File: config.mk
export PLATFORM = sky130hd
export DESIGN_NAME = mem_wb_stage
export DESIGN_NICKNAME = d
export VERILOG_FILES = /design/src/rtl/cpu_pkg.sv /design/src/rtl/mem_wb_reg.sv /design/src/rtl/mem_wb_stage.sv
export SDC_FILE = /design/constraint.sdc
export NUM_CORES = 1
export LEC_CHECK = 0
export BUFFER_PORTS_ARGS = -buffer_cell sky130_fd_sc_hd__buf_4
export CORE_AREA = 5 5 121 123
export CTS_CLUSTER_SIZE = 20
export DETAILED_ROUTE_END_ITERATION = 16
export DIE_AREA = 0 0 126 128
export PLACE_DENSITY_LB_ADDON = 0.12
export SLEW_MARGIN = 40
export SYNTH_ARGS = -nofsm -noshare
export SYNTH_HDL_FRONTEND = slang
export SYNTH_SLANG_ARGS = --single-unit
File: constraint.sdc
create_clock -name clk -period 2.85 [get_ports clk]
set_input_delay 0.1425 -clock clk [delete_from_list [all_inputs] [get_ports clk]]
set_output_delay 0.1425 -clock clk [all_outputs]
set_load 0.01 [all_outputs]
File: src/rtl/cpu_pkg.sv
// Shared types for the RV32 pipeline slice around the memory stage.
//   ex_mem_control_t / ex_mem_data_t : EX/MEM pipeline register contents
//   mem_wb_control_t / mem_wb_data_t : MEM/WB pipeline register contents
//   mem_state_e                      : memory-stage handshake FSM states
package cpu_pkg;

  localparam int XLEN      = 32;
  localparam int REG_IDX_W = 5;

  typedef struct packed {
    logic WB_reg_write;
    logic WB_mem_to_reg;
    logic M_branch;
    logic M_mem_read;
    logic M_mem_write;
    logic ALU_zero;
  } ex_mem_control_t;

  typedef struct packed {
    logic [XLEN-1:0]      branch_adder_sum;
    logic [XLEN-1:0]      ALU_result;
    logic [XLEN-1:0]      reg_read_data2;
    logic [REG_IDX_W-1:0] rd;
  } ex_mem_data_t;

  typedef struct packed {
    logic WB_reg_write;
    logic WB_mem_to_reg;
  } mem_wb_control_t;

  typedef struct packed {
    logic [XLEN-1:0]      mem_read_data;
    logic [XLEN-1:0]      ALU_result;
    logic [REG_IDX_W-1:0] rd;
  } mem_wb_data_t;

  typedef enum logic [1:0] {
    IDLE     = 2'd0,
    REQ      = 2'd1,
    WAIT_RSP = 2'd2
  } mem_state_e;

  // An instruction touches data memory if it reads or writes it.
  function automatic logic is_mem_op(input ex_mem_control_t c);
    return c.M_mem_read | c.M_mem_write;
  endfunction

endpackage

File: src/rtl/mem_wb_reg.sv
// MEM/WB pipeline register with bubble insertion.
//   clk, rst_n : clock, asynchronous active-low reset
//   wr_en      : an instruction completes this cycle
//   ctrl_in    : write-back control of the completing instruction
//   data_in    : write-back data of the completing instruction
//   valid      : register holds a live instruction
//   ctrl, data : registered write-back control and data
// A bubble (wr_en low) clears valid and the control bits so write-back can
// never act on stale data; the data fields simply hold.
module mem_wb_reg
  import cpu_pkg::*;
(
  input  logic            clk,
  input  logic            rst_n,
  input  logic            wr_en,
  input  mem_wb_control_t ctrl_in,
  input  mem_wb_data_t    data_in,
  output logic            valid,
  output mem_wb_control_t ctrl,
  output mem_wb_data_t    data
);

  always_ff @(posedge clk or negedge rst_n) begin
    if (!rst_n) begin
      valid <= 1'b0;
      ctrl  <= '0;
      data  <= '0;
    end else begin
      valid <= wr_en;
      ctrl  <= wr_en ? ctrl_in : '0;
      if (wr_en) data <= data_in;
    end
  end

endmodule

File: src/rtl/mem_wb_stage.sv
// Memory-access stage: performs loads/stores over a request/response
// handshake, resolves the branch decision and produces MEM/WB.
//   clk, rst_n          : clock, asynchronous active-low reset
//   ex_mem_valid/ctrl/data : EX/MEM pipeline register
//   stall               : hold IF/ID, ID/EX and EX/MEM this cycle
//   pc_src, branch_target : branch redirect (combinational)
//   dmem_req_*, dmem_we, dmem_addr, dmem_wdata : memory request channel
//   dmem_rsp_valid, dmem_rdata : memory load response
//   mem_wb_valid/ctrl/data : MEM/WB pipeline register
//   misalign_trap       : only when MEM_MISALIGN_CHECK_EN is defined
//   state_dbg           : current FSM state
// Handshake: a request transfers on a clock edge where dmem_req_valid and
// dmem_req_ready are both high; while valid is high and ready low, we/addr/
// wdata stay constant. A response is taken on an edge with dmem_rsp_valid
// high only while waiting for one; it is ignored otherwise.
// Optional feature macro: MEM_MISALIGN_CHECK_EN (word-alignment trap).
module mem_wb_stage
  import cpu_pkg::*;
(
  input  logic            clk,
  input  logic            rst_n,
  input  logic            ex_mem_valid,
  input  ex_mem_control_t ex_mem_ctrl,
  input  ex_mem_data_t    ex_mem_data,
  output logic            stall,
  output logic            pc_src,
  output logic [31:0]     branch_target,
  output logic            dmem_req_valid,
  input  logic            dmem_req_ready,
  output logic            dmem_we,
  output logic [31:0]     dmem_addr,
  output logic [31:0]     dmem_wdata,
  input  logic            dmem_rsp_valid,
  input  logic [31:0]     dmem_rdata,
  output logic            mem_wb_valid,
  output mem_wb_control_t mem_wb_ctrl,
  output mem_wb_data_t    mem_wb_data,
`ifdef MEM_MISALIGN_CHECK_EN
  output logic            misalign_trap,
`endif
  output mem_state_e      state_dbg
);

  mem_state_e      state, state_d;
  logic            mem_op, misaligned;
  logic            stall_c, latch_en, wb_wr;
  mem_wb_control_t wb_ctrl;
  mem_wb_data_t    wb_data;

  // Request fields captured on leaving IDLE so the request stays stable
  // regardless of what the upstream register does.
  logic            req_we_q;
  logic [31:0]     req_addr_q, req_wdata_q;
  mem_wb_control_t req_ctrl_q;
  logic [4:0]      req_rd_q;

  assign mem_op = ex_mem_valid & is_mem_op(ex_mem_ctrl);

`ifdef MEM_MISALIGN_CHECK_EN
  assign misaligned    = mem_op & (ex_mem_data.ALU_result[1:0] != 2'b00);
  assign misalign_trap = (state == IDLE) & misaligned;
`else
  assign misaligned = 1'b0;
`endif

  always_comb begin
    state_d  = state;
    stall_c  = 1'b0;
    latch_en = 1'b0;
    wb_wr    = 1'b0;
    wb_ctrl  = '0;
    wb_data  = '0;
    case (state)
      IDLE: begin
        if (misaligned) begin
          // Dropped in place: bubble to write-back, no request.
        end else if (mem_op) begin
          stall_c  = 1'b1;
          latch_en = 1'b1;
          state_d  = REQ;
        end else if (ex_mem_valid) begin
          wb_wr   = 1'b1;
          wb_ctrl = '{WB_reg_write: ex_mem_ctrl.WB_reg_write,
                      WB_mem_to_reg: ex_mem_ctrl.WB_mem_to_reg};
          wb_data = '{mem_read_data: 32'h0,
                      ALU_result: ex_mem_data.ALU_result,
                      rd: ex_mem_data.rd};
        end
      end
      REQ: begin
        if (dmem_req_ready && req_we_q) begin
          wb_wr   = 1'b1;
          wb_ctrl = req_ctrl_q;
          wb_data = '{mem_read_data: 32'h0, ALU_result: req_addr_q, rd: req_rd_q};
          state_d = IDLE;
        end else begin
          stall_c = 1'b1;
          if (dmem_req_ready) state_d = WAIT_RSP;
        end
      end
      WAIT_RSP: begin
        if (dmem_rsp_valid) begin
          wb_wr   = 1'b1;
          wb_ctrl = req_ctrl_q;
          wb_data = '{mem_read_data: dmem_rdata, ALU_result: req_addr_q, rd: req_rd_q};
          state_d = IDLE;
        end else begin
          stall_c = 1'b1;
        end
      end
      default: state_d = IDLE;
    endcase
  end

  always_ff @(posedge clk or negedge rst_n) begin
    if (!rst_n) state <= IDLE;
    else        state <= state_d;
  end

  always_ff @(posedge clk or negedge rst_n) begin
    if (!rst_n) begin
      req_we_q    <= 1'b0;
      req_addr_q  <= '0;
      req_wdata_q <= '0;
      req_ctrl_q  <= '0;
      req_rd_q    <= '0;
    end else if (latch_en) begin
      // Read wins when both read and write are set.
      req_we_q    <= ex_mem_ctrl.M_mem_write & ~ex_mem_ctrl.M_mem_read;
      req_addr_q  <= ex_mem_data.ALU_result;
      req_wdata_q <= ex_mem_data.reg_read_data2;
      req_ctrl_q  <= '{WB_reg_write: ex_mem_ctrl.WB_reg_write,
                       WB_mem_to_reg: ex_mem_ctrl.WB_mem_to_reg};
      req_rd_q    <= ex_mem_data.rd;
    end
  end

  mem_wb_reg u_mem_wb_reg (
    .clk     (clk),
    .rst_n   (rst_n),
    .wr_en   (wb_wr),
    .ctrl_in (wb_ctrl),
    .data_in (wb_data),
    .valid   (mem_wb_valid),
    .ctrl    (mem_wb_ctrl),
    .data    (mem_wb_data)
  );

  // Gated by reset so stall is low while reset is held even if a memory
  // instruction sits in EX/MEM.
  assign stall          = stall_c & rst_n;
  assign dmem_req_valid = (state == REQ);
  assign dmem_we        = dmem_req_valid & req_we_q;
  assign dmem_addr      = req_addr_q;
  assign dmem_wdata     = req_wdata_q;
  assign pc_src         = ex_mem_valid & ex_mem_ctrl.M_branch & ex_mem_ctrl.ALU_zero;
  assign branch_target  = ex_mem_data.branch_adder_sum;
  assign state_dbg      = state;

endmodule

==> impl_metrics.ini, run 1 <==
[run_status]
status = finished clean

[worst_setup_path]
crit_required_ps = 3140
path_buf_inv = 1
critPathLaunchType = register
slowest_stage = nor3b_1
crit_family = simple AND/OR/NAND/NOR gates
crit_fanout = 40
rrSetupSlack_ps = 780
path_class = register to register
crit_arrival_ps = 2360
max_stage_delay_ps = 450
path_cells = nor3b_1, o21a_4, buf_4, mux2_2
critPathCaptureType = register

[hold_path]
hold_class = input pin to register

[run]
drv_cap = 0

[synth]
synth-edff-count = 0
synth-seq-cells = 146
ys_warn_count = 0
synth_cells = 407
synthFlopType = dfrtp_1
ys_types = 25
synthArstFlopShare_pct = 100
syn_avg_cell_area_sq_um = 14.5
syn-num-nets = 551
ys_seq_area_share_pct = 62.0
netlist_area_sq_mm = 0.00589

[cells_and_area]
layout_common_cells = 258 x buf_4, 146 x dfrtp_1, 106 x dlygate4sd3_1
multi_input_area_sq_mm = 0.00186
syn_to_final_growth_pct = 59.4
mostFrequentLayoutCell = buf_4
nNetsFinal = 879
n_fill_cell = 990
seq_area_sq_mm = 0.00365
drive_gt1_share_pct = 48.7
diodes = 0

[clocking]
htreeDepth = 4
cts_tree = built
post_cts_buffers = 0
numClockSinks = 146
clockBufferDepth = 2
ctsResizeCount = 0
cts_root_buffer = clkbuf_16
clk_pin_slew_ps = 60
clock_latency_ps = 400
cts-buffers-inserted = 17

[pwr]
power.density_mw_per_mm2 = 1070
peakVddDrop_mv = 0.530
p_leak_nw = 4.74

[global_route]
grt_max_degree = 86
antenna_found_initial = 0
grt_first_pass_wirelength_um = 26400
grt_use_total_pct = 20.6
grt_pass1_vias = 4987
gr-total-overflow = 0

[routing]
drt_iter0_drc = 234
wl_um = 16600
vias = 4641
wl_per_cell_um = 17.9
drtAntennaViolNets = 0
first_pass_iters = 5
viasPerCell = 5.01
route.detailed.drc = 0

[floorplanning]
die-area_sq_mm = 0.0161
die_w_um = 126
initial_core_util_pct = 43.4
rows = 43
core_sq_mm = 0.0136
die_h_um = 128
ioPinCount = 318

[sta]
fin_crit_sh_pct = 72.8
grt_setup_unrepaired = no
final_max_slew_viol_count = 0
hold_viol_final = 0
setup_violations = 0
fin_skew_ps = 4.39
setup_tns_ps = 0
maxSlewHeadroom_pct = 60.0
fin_crit_ps = 2070
tightest_slew_ps = 600
hold_slack_ps = 71.2
fmax_mhz = 482

[placement]
port-buffer-count = 253
dp_hpwl_um = 11000
gp_congestion = 0.786
## metal layers
metal  global-route usage, %  vias to the layer above  share of wire [%]
met4                    8.33                        0                2.4
met2                    34.6                      182                 50
li1                        -                     2118                  -
met3                    7.21                       38                8.3
met1                    24.4                     2303                 39
met5                       0                        -                  0
## repair_timing
item,4_1_cts,5_1_grt
hold buffers,106,0
setup endpoints to repair,0,0
hold endpoints to repair,169,0
## report_power, final
part | leakage (nW) | switching, mW | total [mW] | internal (mW)
Clock | 0.275 | 0.781 | 2.11 | 1.32
Sequential | 1.80 | 0.650 | 3.75 | 3.10
Combinational | 2.66 | 1.75 | 4.15 | 2.41
Total | 4.74 | 3.18 | 10.0 | 6.83
## synthesized netlist by cell type (2+ instances only)
cell | n | area [sq um]
inv_1 | 3 | 11.3
dfrtp_1 | 146 | 3650
buf_2 | 17 | 85.1
buf_4 | 35 | 263
mux2_2 | 71 | 800
a21o_1 | 37 | 278
o21a_1 | 2 | 15.0
nand2_1 | 2 | 7.51
a21oi_1 | 3 | 15.0
nor3b_1 | 2 | 15.0
a22o_1 | 71 | 622
clkbuf_1 | 5 | 18.8
## final timing paths
kind | endpoint | depth (start not counted) | from
min reg2reg | u_mem_wb_reg.data[2] | 1 | u_mem_wb_reg.data[2]
max | dmem_wdata[14] | 4 | state_dbg[0]
min | req_we_q | 3 | ex_mem_ctrl[1]
max reg2reg | dmem_wdata[14] | 4 | state_dbg[0]
min in group asynchronous | dmem_wdata[3] | 2 | rst_n
max in group asynchronous | u_mem_wb_reg.data[15] | 3 | rst_n
## cell families after synthesis
logic type,share of synthesized area [%]
simple gates,1.23
compound gates,16.5
mux,13.6
flops,62.0
buf+inv,6.69
## tightest hold or removal path, cell delays in order
cell     delay [ps]
buf_4           120
a21oi_1          60
a21oi_1         110
## sequential cells by signal, summed over array words and instances, names as in the netlist, 2 cells and up
| name | cells |
|---|---|
| req_ctrl_q | 2 |
| state_dbg | 2 |
| dmem_addr | 32 |
| dmem_wdata | 32 |
| u_mem_wb_reg.ctrl | 2 |
| u_mem_wb_reg.data | 69 |
| req_rd_q | 5 |
## area by class of cell
class	instances	area share, %
Timing Repair Buffer	368	32.8
Inverter	3	0.120
Clock inverter	6	0.853
Tap cell	180	2.40
Clock buffer	25	5.06
Multi-Input combinational cell	199	19.8
Sequential cell	146	38.9
## metrics by stage
stage | std cells | worst slack [ps] | instance area [sq um] | util, % | total power [mW]
after floorplan | 407 | 1110 | 5890 | - | 5.65
after detailed placement | 790 | 776 | 7770 | 57.3 | 7.84
after global routing | 927 | 647 | 9390 | 69.3 | 10.6
after global placement | 788 | 575 | 7720 | 56.9 | 7.66
final | 927 | 776 | 9390 | 69.3 | 10.0
after CTS | 927 | 767 | 9390 | 69.3 | 10.1
Note: power is estimated with default switching activity, not from simulation.
==> run 2: changes to the inputs <==
CORE_AREA = unset   (was 5 5 121 123)
CORE_MARGIN = 5   (was unset)
CORE_UTILIZATION = 45   (was unset)
DIE_AREA = unset   (was 0 0 126 128)
clock period = 2.13 ns   (was 2.85 ns; I/O delays follow)
==> impl_metrics.ini, run 2 (same netlist as run 1, synthesis figures left out) <==
[run_status]
status = finished clean

[sta]
setup_violations = 0
grt_setup_unrepaired = no
fmax_mhz = 510
tightest_slew_ps = 499
fin_skew_ps = 3.66
setup_tns_ps = 0
final_max_slew_viol_count = 0
hold_viol_final = 0
hold_slack_ps = 41.7
fin_crit_sh_pct = 92.1
fin_crit_ps = 1960
maxSlewHeadroom_pct = 66.6

[worst_setup_path]
path_class = register to register
slowest_stage = nor3b_1
path_cells = nor3b_1, o21a_4, buf_12, mux2_2
crit_arrival_ps = 2260
critPathCaptureType = register
max_stage_delay_ps = 470
critPathLaunchType = register
crit_fanout = 29
path_buf_inv = 1
crit_family = simple AND/OR/NAND/NOR gates
crit_required_ps = 2430

[placement]
dp_cells = 786
gp_congestion = 0.849
place_area_sq_mm = 0.00779
dp_hpwl_um = 11400
port-buffer-count = 253

[cells_and_area]
top_register = u_mem_wb_reg.data
stdcell_area_sq_mm = 0.00942
nNetsFinal = 883
mostFrequentLayoutCell = buf_4
fin_cells = 924
largest_reg_flops = 69
diodes = 0
layout_common_cells = 261 x buf_4, 146 x dfrtp_1, 106 x dlygate4sd3_1
syn_to_final_growth_pct = 60.0
utilization_pct = 74.0
drive_gt1_share_pct = 48.9

[global_route]
top_usage_layer = met2
antenna_found_initial = 0
globalRouteMet2Util_pct = 37.9
grt_use_met1_pct = 26.0
grt_first_pass_wirelength_um = 27700
grt_pass1_vias = 5089
gr-total-overflow = 0
met3_usage_pct = 8.02
grt_use_total_pct = 22.6
grt_max_degree = 82

[clocking]
htreeDepth = 4
clockBufferDepth = 2
cts_tree = built
cts-buffers-inserted = 17
clock_latency_ps = 410
cts_root_buffer = clkbuf_16
clk_pin_slew_ps = 60
numClockSinks = 146
post_cts_buffers = 0

[hold_path]
hold_class = input pin to register

[run]
drv_cap = 0

[pwr]
peakVddDrop_mv = 0.844
p_leak_nw = 4.76
power.density_mw_per_mm2 = 1430

[routing]
viasPerCell = 5.10
route.detailed.drc = 0
vias = 4716
wl_um = 17500
wl_per_cell_um = 18.9
first_pass_iters = 4
drtAntennaViolNets = 0
drt_iter0_drc = 216

[floorplanning]
die_h_um = 124
ioPinCount = 318
die-area_sq_mm = 0.0155
core_sq_mm = 0.0127
die_w_um = 124
rows = 41
initial_core_util_pct = 46.3
run 2: cell types whose count changed in the layout (fill, tap and decap cells not counted), sizes merged:
cell / change
buf: +4
clkbuf: +2
clkinv: -1
run 2: worst min-delay path: stages:
cell and delay, ps:
buf_4 140, a21oi_1 120, a21oi_1 50
run 2: repair_timing:
action,4_1_cts,5_1_grt
gates resized for setup,0,0
hold endpoints to repair,174,0
hold buffers,106,0
run 2: report_power, final:
group | switching (mW) | internal (mW)
clock network | 1.04 | 1.81
logic | 2.40 | 3.22
registers | 0.874 | 4.15
run 2: final cells by class:
cell class                      instances  area [sq um]
Sequential cell                       146          3650
Fill cell                             842          3300
Timing Repair Buffer                  372          3110
Multi-Input combinational cell        199          1860
Clock buffer                           27           493
Tap cell                              172           215
Clock inverter                          5          75.1
Inverter                                3          11.3
run 2: routing by layer:
layer	vias to the layer above	wire length (um)
met3	46	1300
met1	2349	6850
li1	2119	-
met2	202	8800
met4	0	544
met5	-	0
run 2: path summary, 6_finish.rpt:
kind	from	end	slack (ps)	cells past startpoint
worst min register to register	u_mem_wb_reg.data[9]	u_mem_wb_reg.data[9]	470	1
worst min-delay path	ex_mem_ctrl[1]	req_we_q	40	3
worst max register to register	state_dbg[1]	dmem_wdata[6]	170	4
max in group asynchronous	rst_n	u_mem_wb_reg.data[4]	1250	3
worst max-delay path	state_dbg[1]	dmem_wdata[6]	170	4
min in group asynchronous	rst_n	u_mem_wb_reg.data[17]	150	2
run 2: stage by stage:
| stage | setup WS, ps | total power [mW] |
|---|---|---|
| 6_report | 169 | 13.5 |
| 5_1_grt | 88.7 | 14.2 |
| 3_3_place_gp | 274 | 10.4 |
| 3_5_place_dp | 188 | 10.5 |
| 2_1_floorplan | 387 | 7.56 |
| 4_1_cts | 179 | 13.6 |
